--- config.mk ---
export PLATFORM = sky130hd
export DESIGN_NAME = irq_ctrl
export DESIGN_NICKNAME = d
export VERILOG_FILES = /design/src/rtl/irq_ctrl.sv
export SDC_FILE = /design/constraint.sdc
export NUM_CORES = 1
export LEC_CHECK = 0
export CORE_MARGIN = 4
export CORE_UTILIZATION = 58
export CTS_BUF_LIST = sky130_fd_sc_hd__clkbuf_2 sky130_fd_sc_hd__clkbuf_4 sky130_fd_sc_hd__clkbuf_8
export DETAILED_ROUTE_END_ITERATION = 8
export PLACE_DENSITY = 0.82
export SETUP_SLACK_MARGIN = 0.05
export SKIP_LAST_GASP = 1
export SLEW_MARGIN = 30
export SYNTH_ARGS = -nofsm -noshare
export SYNTH_HDL_FRONTEND = slang
export SYNTH_SLANG_ARGS = --single-unit
--- constraint.sdc ---
create_clock -name clk -period 9.25 [get_ports clk]
set_input_delay 1.85 -clock clk [delete_from_list [all_inputs] [get_ports clk]]
set_output_delay 1.85 -clock clk [all_outputs]
set_load 0.005 [all_outputs]
--- src/rtl/irq_ctrl.sv ---
// Interrupt controller: per-line rising-edge capture into pending, maskable
// lowest-index selection, req/ack CPU handshake and a four-register port.
//
// state | meaning
// IDLE  | no request outstanding, scanning pending & mask
// REQ   | irq_req high, irq_vec frozen until irq_ack
// GAP   | one dead cycle after ack, clears the in-service bit
module irq_ctrl #(
   parameter int          NIRQ      = 32,
   parameter logic [31:0] MASK_INIT = 32'hFFFF_FFFF,
   parameter int          VECW      = 5
) (
   input  logic            clk,
   input  logic            reset,
   input  logic [NIRQ-1:0] irqs,
   output logic            irq_req,
   output logic [VECW-1:0] irq_vec,
   input  logic            irq_ack,
   input  logic            strobe,
   input  logic            rw,
   input  logic [1:0]      addr,
   input  logic [31:0]     d_in,
   output logic [31:0]     d_out
);

   typedef enum logic [1:0] {
      IDLE = 2'd0,
      REQ  = 2'd1,
      GAP  = 2'd2
   } state_t;

   state_t          state;
   logic [NIRQ-1:0] prev_irqs;
   logic [NIRQ-1:0] pending;
   logic [NIRQ-1:0] mask;
   logic [NIRQ-1:0] inservice;
   logic [15:0]     drops;

   logic [NIRQ-1:0] edges;
   logic [NIRQ-1:0] active;
   logic [NIRQ-1:0] ack_clr;
   logic [NIRQ-1:0] w1c_clr;
   logic [NIRQ-1:0] clr;
   logic [NIRQ-1:0] drop_vec;
   logic [5:0]      drop_cnt;
   logic [16:0]     drop_sum;
   logic [VECW-1:0] low_idx;
   logic            wr_pend;
   logic            wr_mask;
   logic            wr_drops;
   logic            rd;
   logic            ack_take;

   assign wr_pend  = strobe && rw && (addr == 2'd0);
   assign wr_mask  = strobe && rw && (addr == 2'd1);
   assign wr_drops = strobe && rw && (addr == 2'd3);
   assign rd       = strobe && !rw;
   assign ack_take = (state == REQ) && irq_ack;

   assign edges   = irqs & ~prev_irqs;
   assign active  = pending & mask;
   assign ack_clr = ack_take ? (NIRQ'(1) << irq_vec) : '0;
   assign w1c_clr = wr_pend ? d_in[NIRQ-1:0] : '0;
   assign clr     = ack_clr | w1c_clr;
   // A bit being cleared this cycle takes the new edge as fresh, not a drop.
   assign drop_vec = edges & pending & ~clr;

   always_comb begin
      drop_cnt = '0;
      for (int i = 0; i < NIRQ; i++) begin
         drop_cnt = drop_cnt + 6'(drop_vec[i]);
      end
   end

   always_comb begin
      low_idx = '0;
      for (int i = NIRQ - 1; i >= 0; i--) begin
         if (active[i]) low_idx = VECW'(i);
      end
   end

   assign drop_sum = (wr_drops ? 17'd0 : {1'b0, drops}) + 17'(drop_cnt);

   always_ff @(posedge clk or negedge reset) begin
      if (!reset) begin
         prev_irqs <= '0;
         pending   <= '0;
         mask      <= MASK_INIT[NIRQ-1:0];
         drops     <= '0;
         d_out     <= '0;
      end else begin
         prev_irqs <= irqs;
         pending   <= (pending & ~clr) | edges;
         drops     <= drop_sum[16] ? 16'hFFFF : drop_sum[15:0];
         if (wr_mask) mask <= d_in[NIRQ-1:0];
         if (rd) begin
            case (addr)
               2'd0: d_out <= 32'(pending);
               2'd1: d_out <= 32'(mask);
               2'd2: d_out <= 32'(inservice);
               2'd3: d_out <= {16'h0, drops};
            endcase
         end
      end
   end

   always_ff @(posedge clk or negedge reset) begin
      if (!reset) begin
         state     <= IDLE;
         irq_req   <= 1'b0;
         irq_vec   <= '0;
         inservice <= '0;
      end else begin
         case (state)
            IDLE: begin
               if (active != '0) begin
                  irq_vec   <= low_idx;
                  inservice <= NIRQ'(1) << low_idx;
                  irq_req   <= 1'b1;
                  state     <= REQ;
               end
            end
            REQ: begin
               if (irq_ack) begin
                  irq_req <= 1'b0;
                  state   <= GAP;
               end
            end
            GAP: begin
               inservice <= '0;
               state     <= IDLE;
            end
            default: begin
               irq_req <= 1'b0;
               state   <= IDLE;
            end
         endcase
      end
   end

endmodule

==> summary.txt <==
Clock tree
  • Max Buffers Root-to-Sink: 2
  • Worst skew pair latency: roughly 0.5 ns
  • CTS HTree Levels: 4
  • Clock-pin transition on the worst setup and hold timing paths: about 0.090 ns
  • CTS tree: built
  • Clock buffer count from CTS: 17
  • Root buffer cell: clkbuf_8
  • Post-CTS Resized: 0
  • Clk sink count: around 180

STA
  • Crit path time final: 8.64 ns
  • FMAX: 0.116 GHz
  • Final period utilization: 0.935
  • Actual slew at the worst max-slew pin: 0.850 ns
  • Max-slew headroom: 0.434
  • Hold_ws: 0.444 ns
  • RSZ-0062 raised after global routing: no
  • Pins Over Slew Limit: 0
  • Setup WS post-layout: 0.605 ns
  • Final setup vio count: 0
  • Clock skew: approximately 0.01 ns
  • Hold Violations, Final: 0
  • TNS Setup: 0 ns

Logic synthesis
  • Largest family of logic cells by synthesized area: compound AO/OA/AOI/OAI gates
  • Post-Syn Area: roughly 9500 sq um
  • Post-synth net total: 995
  • Area leader, netlist: dfrtp_1
  • Asr flop ratio synth: 1.00
  • Seq cells post-synth: ~180
  • Post-synth EDFFs: 0
  • Area contributors post-synth: dfrtp_1 (40%), dfstp_2 (8.9%), nand2_1 (5.8%), mux2_2 (5.7%), fa_1 (5.5%)
  • Sequential area share after synthesis: 0.489
  • Synthesized instance count: ~880
  • Xor/xnor share of the synthesized area: 0.00922
  • Synth Area in Simple Gates: 0.137
  • Mux cell area share after synthesis: 0.112
  • Share of the synthesized area in the top cell type: 0.401
  • Number of synthesis warnings: 0
  • Synth Area per Inst: between 10 and 15 sq um
  • Compound-cell area share of the yosys netlist: 0.141
  • Most used DFF post-synth: dfrtp_1
  • Synth cell types: 63
  • Adder-Cell Fraction of Synth Area: 0.0746

Pwr
  • Sequential power share: 0.365
  • Clock Power Share: 0.177
  • P_int: between 1.5 and 2 mW
  • Pwr dens: 278 nW/um^2
  • Leak: 4.84 nW
  • P_sw: 1.20 mW
  • Peak VDD IR: approximately 260 uV
  • Switching Fraction: 0.383
  • Comb pwr share: 0.459
  • Power Total: around 3.1 mW

Global route
  • Vias in the first global route: 7193
  • Grt met2 use: 0.423
  • Initial antenna violation count: 0
  • GRT Overall Usage: 0.279
  • Gr ovfl total: 0
  • GRT Max-Usage Layer: met2
  • Global-route wire length before repair: roughly 39000 microns
  • Met1 Usage GRT: 0.396
  • Largest net degree at the start of global routing: between 100 and 150
  • M3 GR Usage: 0.0614

Route
  • Via Count: 7417
  • Vias/cell: between 6 and 7
  • DRC: 0
  • DRT iter0 DRCs: roughly 700
  • Remaining antenna violation count: 0
  • WL final: 24600 microns
  • Wire length per cell: around 20 microns
  • DRT Pass-1 Iters: 7

Worst setup path
  • CP max stage delay: 0.56 ns
  • CP max stage cell: fa_1
  • Worst r2r path cells: 23
  • CP Capture Point: drops[2]
  • Required time worst endpoint: 9.63 ns
  • Worst setup SP type: primary input
  • CP Class: primary input to flip-flop
  • Worst r2r src: irq_vec[2]
  • R2R Path End: drops[2]
  • Maximum fanout along the worst path: 13
  • Crit-path most repeated cell: fa_1
  • Crit path arrival time: 9.03 ns
  • Worst Setup SP: irq_ack
  • R2r setup slk: slightly above 2 ns
  • CP Capture Type: flip-flop

Min path
  • Worst min path class: flip-flop to flip-flop
  • WHS Path Cells: 1

Run
  • Max_cap viols: 0

Layout
  • Share of layout cells above drive strength 1: 0.168
  • Fillcell total: 1170
  • Layout Nets: 1104
  • Layout area overhead: 18.7%
  • Antenna cells: 0
  • Most frequent cells in the layout: dfrtp_1 (152), nand2_1 (147), clkdlybuf4s50_1 (106)
  • Commonest non-fill, non-tap cell in the layout: dfrtp_1

Status
  • Status: finished clean

Die
  • Core footprint: approximately 16000 sq um
  • I/O Pins: 109
  • Core Rows: 46
  • Initial Util: 0.596
  • Floorplan die width: between 100 and 150 microns
  • Die area: around 18000 sq um
  • Die Y: 136 microns

Placed design
  • I/O Buffers: 108
  • Final Wtd Congestion: 0.970
  • Pre-CTS setup slack: -0.0360 ns
  • Final HPWL DP: 18900 microns
[power groups by stage]
| stage | combinational (mW) | sequential [mW] | clock, mW |
|---|---|---|---|
| 2_1_floorplan | 1.01 | 1.08 | 0 |
| 3_3_place_gp | 1.36 | 1.14 | 0 |
| 3_5_place_dp | 1.43 | 1.15 | 0 |
| 4_1_cts | 1.43 | 1.13 | 0.555 |
| 5_1_grt | 1.61 | 1.16 | 0.588 |
| 6_report | 1.44 | 1.14 | 0.554 |
[synthesized netlist by cell type (16+ instances only)]
master      n
nand3_1    17
o21ai_0    63
dfrtp_1   152
mux2i_1    16
fa_1       26
o211ai_1   33
nand2_1   147
dfstp_2    32
nor2_1     31
inv_1      59
a21oi_1    27
mux2_2     48
or3_1      25
[worst min-delay path by stage]
stage	start	end
2_1_floorplan	prev_irqs[0]	pending[0]
3_3_place_gp	prev_irqs[15]	pending[15]
3_5_place_dp	prev_irqs[0]	pending[0]
4_1_cts	prev_irqs[31]	pending[31]
5_1_grt	prev_irqs[0]	pending[0]
6_report	prev_irqs[26]	pending[26]
[per-layer routing]
metal / share of wire / wire length [microns]
met5: 0.0017 / 41
met4: 0.031 / 763
met2: 0.45 / 11100
met1: 0.42 / 10400
met3: 0.094 / 2310
[critical path, delay by kind of cell]
family          cells  cell delay, ns
simple gates        8            1.41
buf+inv             6            0.94
compound gates      4            0.94
fa+ha+maj           8            3.89
[cell families after synthesis]
family	Yosys count
buf+inv	90
xor+xnor	10
compound gates	199
mux	80
simple gates	279
flops	184
fa+ha+maj	41
[per-stage QoR]
stage           util  cell area, sq um  cells
6_report       0.707             11300   1221
5_1_grt        0.707             11300   1221
4_1_cts        0.703             11200   1218
3_5_place_dp   0.678             10800   1186
3_3_place_gp   0.678             10800   1186
2_1_floorplan      -              9500    883
[area by class of cell]
cell class	count	area (sq um)	area share
Sequential cell	184	4640	0.412
Multi-Input combinational cell	609	4510	0.400
Timing Repair Buffer	121	1220	0.108
Clock buffer	25	313	0.0278
Tap cell	216	270	0.0240
Inverter	59	221	0.0196
Clock inverter	7	92.6	0.00821
[what timing repair did]
action                                  4_1_cts  5_1_grt
endpoints found under the setup margin        0        2
hold buffers                                  0        0
setup buffers                                 0        2
hold endpoints to repair                      0        0
[sequential cells by signal, summed over array words and instances (netlist names)]
| register | flops |
|---|---|
| d_out | 32 |
| inservice | 32 |
| mask | 32 |
| pending | 32 |
| prev_irqs | 32 |
| drops | 16 |
| irq_vec | 5 |
| state | 2 |
| irq_req | 1 |
Note: power is estimated with default switching activity, not from simulation.
